[src/rtl/ffnn_pkg.sv]
// Shared encodings and sizing helpers for the feed-forward layer engine.
// Optional per-neuron bias is enabled by defining FFNN_BIAS_EN.
package ffnn_pkg;

   localparam logic [1:0] TERN_POS  = 2'b01;
   localparam logic [1:0] TERN_ZERO = 2'b00;
   localparam logic [1:0] TERN_NEG  = 2'b11;

   localparam logic [1:0] S_IDLE = 2'd0;
   localparam logic [1:0] S_RUN  = 2'd1;
   localparam logic [1:0] S_DONE = 2'd2;

   // Sized so that the full dot product (plus bias) can never wrap.
   function automatic int ffnn_accw(
      input int xw,
      input int ww,
      input int n_in,
      input bit bias
   );
      return xw + ww + $clog2(n_in) + 1 + int'(bias);
   endfunction

endpackage

[src/rtl/ffnn_layer_engine_if.sv]
// Sample, result and weight-load handshakes of the layer engine.
// wl_data gains a top bias field when FFNN_BIAS_EN is defined.
interface ffnn_layer_engine_if #(
   parameter int N_IN   = 4,
   parameter int N_OUT  = 6,
   parameter int XWIDTH = 9,
   parameter int WWIDTH = 8
) ();

   localparam int AW = $clog2(N_OUT);
`ifdef FFNN_BIAS_EN
   localparam int RW = N_IN * WWIDTH + XWIDTH + WWIDTH;
`else
   localparam int RW = N_IN * WWIDTH;
`endif

   logic                     in_valid;
   logic                     in_ready;
   logic [N_IN*XWIDTH-1:0]   in_x;
   logic                     out_valid;
   logic                     out_ready;
   logic [2*N_OUT-1:0]       out_y;
   logic                     wl_en;
   logic [AW-1:0]            wl_addr;
   logic [RW-1:0]            wl_data;

   modport master (
      output in_valid, in_x, out_ready,
      output wl_en, wl_addr, wl_data,
      input  in_ready, out_valid, out_y
   );

   modport slave (
      input  in_valid, in_x, out_ready,
      input  wl_en, wl_addr, wl_data,
      output in_ready, out_valid, out_y
   );

endinterface

[src/rtl/ffnn_ternary_act.sv]
// Ternary threshold activation: acc >= T -> +1, acc <= -T -> -1, else 0.
// Purely combinational.
module ffnn_ternary_act
   import ffnn_pkg::*;
#(
   parameter int ACCW   = 20,
   parameter int THRESH = 2
) (
   input  logic signed [ACCW-1:0] acc,
   output logic        [1:0]      y
);

   localparam logic signed [ACCW-1:0] POS = ACCW'(THRESH);
   localparam logic signed [ACCW-1:0] NEG = -POS;

   always_comb begin
      y = TERN_ZERO;
      unique case (1'b1)
         (acc >= POS): y = TERN_POS;
         (acc <= NEG): y = TERN_NEG;
         default:      y = TERN_ZERO;
      endcase
   end

endmodule

[src/rtl/ffnn_layer_engine.sv]
// Single-layer feed-forward engine, one neuron per cycle from weight RAM.
// Define FFNN_BIAS_EN to add a signed per-row bias to each accumulator.
module ffnn_layer_engine
   import ffnn_pkg::*;
#(
   parameter int N_IN   = 4,
   parameter int N_OUT  = 6,
   parameter int XWIDTH = 9,
   parameter int WWIDTH = 8,
   parameter int THRESH = 2
) (
   input  logic                CLK,
   input  logic                RST,
   ffnn_layer_engine_if.slave  bus,
   output logic                busy
);

   localparam int AW = $clog2(N_OUT);
   localparam int CW = $clog2(N_OUT + 1);
   localparam int BWIDTH = XWIDTH + WWIDTH;
`ifdef FFNN_BIAS_EN
   localparam bit HAS_B = 1'b1;
   localparam int RW = N_IN * WWIDTH + BWIDTH;
`else
   localparam bit HAS_B = 1'b0;
   localparam int RW = N_IN * WWIDTH;
`endif
   localparam int ACCW = ffnn_accw(XWIDTH, WWIDTH, N_IN, HAS_B);

   logic [1:0]               state;
   logic [CW-1:0]            cnt;
   logic [N_IN*XWIDTH-1:0]   x_q;
   logic [2*N_OUT-1:0]       y_q;
   logic [RW-1:0]            rd_q;
   logic [RW-1:0]            ram [N_OUT];

   logic signed [ACCW-1:0]   acc;
   logic signed [ACCW-1:0]   xe;
   logic signed [ACCW-1:0]   we;
   logic [1:0]               act;
   logic                     wr_ok;
   logic                     rd_ok;

   assign bus.in_ready  = (state == S_IDLE);
   assign bus.out_valid = (state == S_DONE);
   assign bus.out_y     = y_q;
   assign busy          = (state == S_RUN);

   assign wr_ok = (state == S_IDLE) && bus.wl_en
                  && (int'(bus.wl_addr) < N_OUT);
   assign rd_ok = (state == S_RUN) && (int'(cnt) < N_OUT);

   // RAM contents survive reset; row read lands one cycle after issue.
   always_ff @(posedge CLK) begin
      if (wr_ok)
         ram[bus.wl_addr] <= bus.wl_data;
      if (rd_ok)
         rd_q <= ram[AW'(cnt)];
   end

   always_comb begin
      acc = '0;
      xe  = '0;
      we  = '0;
      for (int i = 0; i < N_IN; i++) begin
         xe  = ACCW'(signed'(x_q[i*XWIDTH +: XWIDTH]));
         we  = ACCW'(signed'(rd_q[i*WWIDTH +: WWIDTH]));
         acc = acc + xe * we;
      end
`ifdef FFNN_BIAS_EN
      acc = acc + ACCW'(signed'(rd_q[N_IN*WWIDTH +: BWIDTH]));
`endif
   end

   ffnn_ternary_act #(
      .ACCW   (ACCW),
      .THRESH (THRESH)
   ) u_act (
      .acc (acc),
      .y   (act)
   );

   always_ff @(posedge CLK or negedge RST) begin
      if (!RST) begin
         state <= S_IDLE;
         cnt   <= '0;
         x_q   <= '0;
         y_q   <= '0;
      end else begin
         unique case (state)
            S_IDLE: begin
               if (bus.in_valid) begin
                  x_q   <= bus.in_x;
                  cnt   <= '0;
                  state <= S_RUN;
               end
            end
            S_RUN: begin
               cnt <= cnt + CW'(1);
               // cnt-1 is the row whose read data is now in rd_q
               for (int j = 0; j < N_OUT; j++)
                  if (cnt == CW'(j + 1))
                     y_q[2*j +: 2] <= act;
               if (cnt == CW'(N_OUT))
                  state <= S_DONE;
            end
            S_DONE: begin
               if (bus.out_ready)
                  state <= S_IDLE;
            end
            default: state <= S_IDLE;
         endcase
      end
   end

endmodule

[src/flat_wrapper.sv]
// flat-port wrapper written by rule: the top's interface ports become plain ports
module ffnn_layer_engine_flat import ffnn_pkg::*;
#(
   parameter int N_IN   = 4,
   parameter int N_OUT  = 6,
   parameter int XWIDTH = 9,
   parameter int WWIDTH = 8,
   parameter int THRESH = 2
)
  (CLK, RST, busy, bus_in_valid, bus_in_x, bus_out_ready, bus_wl_en, bus_wl_addr, bus_wl_data, bus_in_ready, bus_out_valid, bus_out_y);
  ffnn_layer_engine_if #(.N_IN(N_IN), .N_OUT(N_OUT), .XWIDTH(XWIDTH), .WWIDTH(WWIDTH)) bus_i ();
  input  logic CLK;
  input  logic RST;
  output logic busy;
  input wire logic [$bits(bus_i.in_valid)-1:0] bus_in_valid;
  input wire logic [$bits(bus_i.in_x)-1:0] bus_in_x;
  input wire logic [$bits(bus_i.out_ready)-1:0] bus_out_ready;
  input wire logic [$bits(bus_i.wl_en)-1:0] bus_wl_en;
  input wire logic [$bits(bus_i.wl_addr)-1:0] bus_wl_addr;
  input wire logic [$bits(bus_i.wl_data)-1:0] bus_wl_data;
  output wire logic [$bits(bus_i.in_ready)-1:0] bus_in_ready;
  output wire logic [$bits(bus_i.out_valid)-1:0] bus_out_valid;
  output wire logic [$bits(bus_i.out_y)-1:0] bus_out_y;
  assign bus_i.in_valid = bus_in_valid;
  assign bus_i.in_x = bus_in_x;
  assign bus_i.out_ready = bus_out_ready;
  assign bus_i.wl_en = bus_wl_en;
  assign bus_i.wl_addr = bus_wl_addr;
  assign bus_i.wl_data = bus_wl_data;
  assign bus_in_ready = bus_i.in_ready;
  assign bus_out_valid = bus_i.out_valid;
  assign bus_out_y = bus_i.out_y;
  ffnn_layer_engine #(.N_IN(N_IN), .N_OUT(N_OUT), .XWIDTH(XWIDTH), .WWIDTH(WWIDTH), .THRESH(THRESH)) u_core (.CLK(CLK), .RST(RST), .bus(bus_i), .busy(busy));
endmodule
[config.mk]
export PLATFORM = sky130hd
export DESIGN_NAME = ffnn_layer_engine_flat
export DESIGN_NICKNAME = d
export VERILOG_FILES = /design/src/rtl/ffnn_pkg.sv /design/src/rtl/ffnn_layer_engine_if.sv /design/src/rtl/ffnn_ternary_act.sv /design/src/rtl/ffnn_layer_engine.sv /design/src/flat_wrapper.sv
export SDC_FILE = /design/constraint.sdc
export NUM_CORES = 1
export LEC_CHECK = 0
export BUFFER_PORTS_ARGS = -buffer_cell sky130_fd_sc_hd__buf_4
export CAP_MARGIN = 20
export CORE_MARGIN = 2
export CORE_UTILIZATION = 39
export CTS_CLUSTER_SIZE = 20
export DETAILED_ROUTE_END_ITERATION = 7
export SLEW_MARGIN = 10
export SYNTH_ARGS = -nofsm -noshare
export SYNTH_HDL_FRONTEND = slang
export SYNTH_SLANG_ARGS = --single-unit
[constraint.sdc]
create_clock -name CLK -period 18.6 [get_ports CLK]
set_input_delay 5.58 -clock CLK [delete_from_list [all_inputs] [get_ports CLK]]
set_output_delay 5.58 -clock CLK [all_outputs]
set_load 0.005 [all_outputs]
Yosys cells after proc, flatten, opt, wreduce, memory -nomap -nowiden
Memory sizes are Yosys's and may differ from the RTL's. A register that Yosys moved wholly into a read port is not among the register bits.
Index checks and enable logic that the tools add are counted.
W data, S select, Z words.
{"block": "totals", "word_cells": 56, "memories": 1, "ff_bits": 53, "ram_bits": 192, "out_inout_bits": 15, "input_bits": 76}
{"memory": "u_core.ram", "words": 6, "word_bits": 32, "rd": 1, "rd_clocked_by_memory_dff": 1, "wr": 1, "line": "ffnn_layer_engine.sv:35", "source": "logic [RW-1:0] ram [N_OUT];"}
{"block": "op_classes", "mul": 4, "n_reduce_logical": 14, "add_sub_neg": 4, "magnitude_cmp": 4, "eq_ne": 11, "muxes": 9}
{"cell": "$mul A9 B8 Y17", "n": 4}
{"cell": "$add A20 B20 Y20", "n": 3}
{"cell": "$ge A20 B3 Y1 const B", "n": 1}
{"cell": "$le A20 B2 Y1 const B", "n": 1}
{"cell": "$reduce_and A2 Y1", "n": 8}
{"cell": "$eq A3 B3 Y1 const B", "n": 3}
{"cell": "$eq A3 B2 Y1 const B", "n": 2}
{"cell": "$lt A3 B3 Y1 const B", "n": 2}
{"cell": "$mux W2", "n": 3}
{"cell": "$pmux W2 S3", "n": 1}
{"cell": "$pmux W3 S2", "n": 1}
{"cell": "$ne A2 B2 Y1 const B", "n": 2}
{"cell": "$pmux W2 S2", "n": 1}
{"cell": "$add A3 B1 Y3 const B", "n": 1}
{"cell": "$eq A3 B1 Y1 const B", "n": 1}
{"cell": "$logic_and A1 B1 Y1", "n": 3}
{"cell": "$mux W3", "n": 1}
{"cell": "$reduce_and A3 Y1", "n": 1}
{"cell": "$eq A2 B1 Y1 const B", "n": 1}
{"cell": "$eq A2 B2 Y1 const B", "n": 1}
{"cell": "$logic_not A2 Y1", "n": 1}
{"cell": "$mux W1", "n": 2}
{"cell": "$ne A2 B1 Y1 const B", "n": 1}
{"cell": "$reduce_bool A2 Y1", "n": 1}

Logic depth before layout (Yosys ltp)
{"block": "depth", "depth_word": 6, "mapped_depth": 34, "mapped_depth_nobuf": 31}

By module
From an unflattened synthesis, not the netlist that was laid out.
{"block": "hier_totals", "hier_cells": 1809, "hier_area_um2": 22537.9}
{"mod": "ffnn_layer_engine", "seq_area_each_um2": 8052.7, "instances": 1, "area_each_um2": 22435.3, "cells_per_inst": 1794}
{"mod": "ffnn_ternary_act", "seq_area_each_um2": 0.0, "instances": 1, "area_each_um2": 102.6, "cells_per_inst": 15}

Worst setup path after synthesis
Ideal clock, no wire load.
{"block": "synth_path", "kind": "input port to flip-flop", "start": "in bus_wl_en", "end": "mem u_core.ram[2][0] (netlist bit) (enable)", "slack_ns": 9.005, "setup_ns": 0.514, "cell_stages": 2, "t_required_ns": 18.086, "arrival_ns": 9.081, "n_path_buf": 0, "path_cell_list": "nand2_1 -> nor4b_1"}
{"block": "synth_via", "elab_chain_cells": 4}
{"element": "from (decl)", "line": "flat_wrapper.sv:18", "source": "input wire logic [$bits(bus_i.wl_en)-1:0] bus_wl_en;"}
{"element": "$logic_and A1 B1 Y1", "line": "ffnn_layer_engine.sv:49", "source": "assign wr_ok = (state == S_IDLE) && bus.wl_en"}
{"element": "$logic_and A1 B1 Y1", "line": "ffnn_layer_engine.sv:50", "source": "&& (int'(bus.wl_addr) < N_OUT);"}
{"element": "$mux W1", "line": "ffnn_layer_engine.sv:55", "source": "if (wr_ok)"}
{"element": "$mux W1 (not written as such)", "line": "ffnn_layer_engine.sv:56", "source": "ram[bus.wl_addr] <= bus.wl_data;"}
{"element": "to (decl)", "line": "ffnn_layer_engine.sv:35"}
Every way passes these cells.

Final worst setup path
{"block": "layout_path", "start": "reg u_core.x_q[14]", "end": "reg u_core.y_q[2], in the netlist u_core.bus.out_y[2]"}
{"block": "layout_via", "elab_chain_cells": 6, "word_cells_on_any_way": 7, "cone_classes": "add/sub: 3; mul: 1; order compare: 2; mux: 1"}
{"element": "from (decl)", "line": "ffnn_layer_engine.sv:32", "source": "logic [N_IN*XWIDTH-1:0] x_q;"}
{"element": "from (signal assigned)", "line": "ffnn_layer_engine.sv:93", "source": "x_q <= bus.in_x;"}
{"element": "$mul A9 B8 Y17 (*)", "line": "ffnn_layer_engine.sv:68", "source": "acc = acc + xe * we;"}
{"element": "$add A20 B20 Y20 (*) (3 in a row)", "line": "ffnn_layer_engine.sv:68"}
{"element": "$le A20 B2 Y1 or $ge A20 B3 Y1 (tied branches)", "line": "ffnn_ternary_act.sv:20, ffnn_ternary_act.sv:19"}
{"element": "$pmux W2 S2 (*)", "line": "ffnn_ternary_act.sv:18", "source": "unique case (1'b1)"}
{"element": "to (signal, indexed assignment)", "line": "ffnn_layer_engine.sv:103", "source": "y_q[2*j +: 2] <= act;"}
{"element": "to (decl)", "line": "ffnn_layer_engine.sv:33", "source": "logic [2*N_OUT-1:0] y_q;"}
Every way passes the cells marked *; elsewhere a longest branch is shown, timed or not.
A chain may end at the register's enable or synchronous reset.

==> results.txt <==
Via-to-Cell Ratio = 4.86
Final min period = 8030 ps
H-tree depth = 1
TritonCTS clock tree = done
First-pass GRT wire length = 79600 µm
#FFs+latches synth = 277
Worst Path Arrival = 8440 ps
Input/output buffers = 90
Nets = 2585
Tightest Pin Transition = 917 ps
Routed via count = 14000
Final setup viols = 0
Period utilisation layout = 0.431
Grt ovf = 0
Syn avg cell area = 11.6 µm²
CP peak stage delay = 600 ps
CP Launch Type = flop
Row count = 89
Vias in the first global route = 15100
Post-synthesis to final-layout area growth = 11.3%
Clock root cell = clkbuf_16
Fin. Hold Viols = 0
Clock buffers created by TritonCTS = 31
Boundary Pins = 91
Fill cells = 5471
EDFF count, synth = 224
Worst Clk Skew = 29.2 ps
Starting density of the core = 0.392
Post-Route Utilization = 0.436
Fin. max-slew vios = 0
Hold-fix buffers at CTS = 0
Non-filler cells, final = 2879
Synth top area cells = edfxtp_1 29%, fa_1 24%, ha_1 8.1%, inv_1 6.3%, dfrtp_1 5.8%
Largest net degree at the start of global routing = 54
Worst EP required = 19010 ps
Setup Fix Bufs, Post-CTS = 0
Core area = 0.0587 mm²
Register area share after synthesis = 0.350
Final Cell Area = 0.0256 mm²
WP buf/inv = 6
DRT antenna net count = 0
Top post-synthesis cells by count = 387 x inv_1, 279 x fa_1, 224 x edfxtp_1
Gpl congestion = 0.815
Antenna cell count = 0
Top cell type by total area after synthesis = edfxtp_1
Top-count cell post-synth = inv_1
Synth top area share = 0.293
Synth warn = 0
CP max FO = 12
1st-iter DRT viols = 732
Syn_nets = 2490
GRT Total Usage = 0.166
Clk sinks = 277
CP delay by family, top = adder cells
Clock Tree Buf Depth = 3
Rel. slew slack = 0.385
CP Capture Type = flop
Cts repair resizes = 0
Crit Path Class = reg -> reg
DRC errors left = 0
Cell variety after synth = 70
Hpwl dp = 38700 µm
Placement Cell Area = 0.0246 mm²
Die height = 247 µm
Cells after Synth = 1987
F_max = 0.125 GHz
Setup tns final = 0 ps
Fraction of layout cells with a size suffix above 1 = 0.115
Min-Delay Path Class = reg -> reg
Slowest CP cell = o21ai_2
Routed wire length = 48900 µm
Setup repair after global routing missed its margin = false
Die width = 247 µm
Routed wire per std cell = 17.0 µm
Dpl cells = 2822
MaxCap Viol Count = 0
Clk_lat worst skew = 570 ps
Run status = finished clean
Die Area = 0.0609 mm²
Synthesized area = 0.0230 mm²
Clock-pin slew on the worst setup and hold paths = 70 ps
Initial antenna violation count = 0
DRT Pass-1 Iters = 5
Ys async rst share = 0.191
Synth Flop Type = edfxtp_1
[cell usage in the layout (no fill, tap or decap), drive strengths merged, types with 5 or more instances in the layout]
master and n:
a211oi 6, a21boi 6, a21o 8, a21oi 46, a31oi 7, and2 183
buf 103, clkbuf 42, clkinv 9, dfrtp 53, edfxtp 224, fa 279
ha 148, inv 389, mux2 37, mux2i 32, mux4 32, nand2 152
nand2b 20, nand3 21, nand4 7, nor2 54, nor2b 13, nor3 12
o211ai 5, o21ai 65, or2 8, or3 7, xnor2 59, xor2 21
[worst reg2reg max path: cells and delay by family, from the launching register on]
| kind | cells | cell delay [ps] |
|---|---|---|
| AOI/OAI and AO/OA | 9 | 2410 |
| xor gates and xnor gates | 1 | 100 |
| adders and majority gates | 8 | 3740 |
| buffers and inverters | 6 | 300 |
| and+or+nand+nor | 5 | 830 |
| DFF | 1 | 480 |
[per-stage QoR]
step	hold slack (ps)	setup WS, ps
floorplan	478	9000
global placement	485	10710
detailed placement	488	10590
CTS	506	10570
global route	532	9930
finish	505	10570
[flip-flops by register name, indices dropped and copies added, names as in the netlist]
register and flops:
u_core.state 2, u_core.bus.out_y 12, u_core.x_q 36, u_core.rd_q 32, u_core.ram 192, u_core.cnt 3
[layout make-up]
cell class                      instances  area, µm²  share of cell area
Inverter                              388       1460              0.0569
Clock inverter                         15        140             0.00548
Multi-Input combinational cell       1281      13400               0.522
Sequential cell                       277       8060               0.315
Tap cell                              773        967              0.0378
Clock buffer                           42        827              0.0323
Timing Repair Buffer                  103        773              0.0302
[logic make-up after synthesis]
family / after synthesis / share of synthesized area
buf+inv: 429 / 0.0710
simple gates: 497 / 0.112
fa+ha+maj: 427 / 0.323
mux: 101 / 0.0636
flops: 277 / 0.350
compound gates: 176 / 0.0489
xor+xnor: 80 / 0.0305
[layer usage]
layer	part of all wire	global-route usage	wire length, µm	vias up
met4	0.027	0.0454	1310	0
li1	-	-	-	6639
met2	0.49	0.286	23800	242
met1	0.45	0.221	21900	7031
met3	0.038	0.0207	1880	73
met5	0	0	0	-
[path summary, 6_finish.rpt]
| kind | startpoint | to | slack [ps] | cells past startpoint |
|---|---|---|---|---|
| min in group asynchronous | RST | u_core.x_q[15]$_DFFE_PN0P_ | 5090 | 1 |
| max in group asynchronous | RST | u_core.cnt[0]$_DFFE_PN0P_ | 12850 | 1 |
| setup reg to reg | u_core.x_q[14]$_DFFE_PN0P_ | u_core.bus.out_y[2]$_DFFE_PN0P_ | 10570 | 29 |
| hold / removal | u_core.bus.out_y[5]$_DFFE_PN0P_ | u_core.bus.out_y[5]$_DFFE_PN0P_ | 500 | 2 |
| setup / recovery | u_core.x_q[14]$_DFFE_PN0P_ | u_core.bus.out_y[2]$_DFFE_PN0P_ | 10570 | 29 |
| hold reg to reg | u_core.bus.out_y[5]$_DFFE_PN0P_ | u_core.bus.out_y[5]$_DFFE_PN0P_ | 500 | 2 |
Power is not shown: default switching activity piles up to over one toggle a cycle in this logic, so the estimate is an artifact.
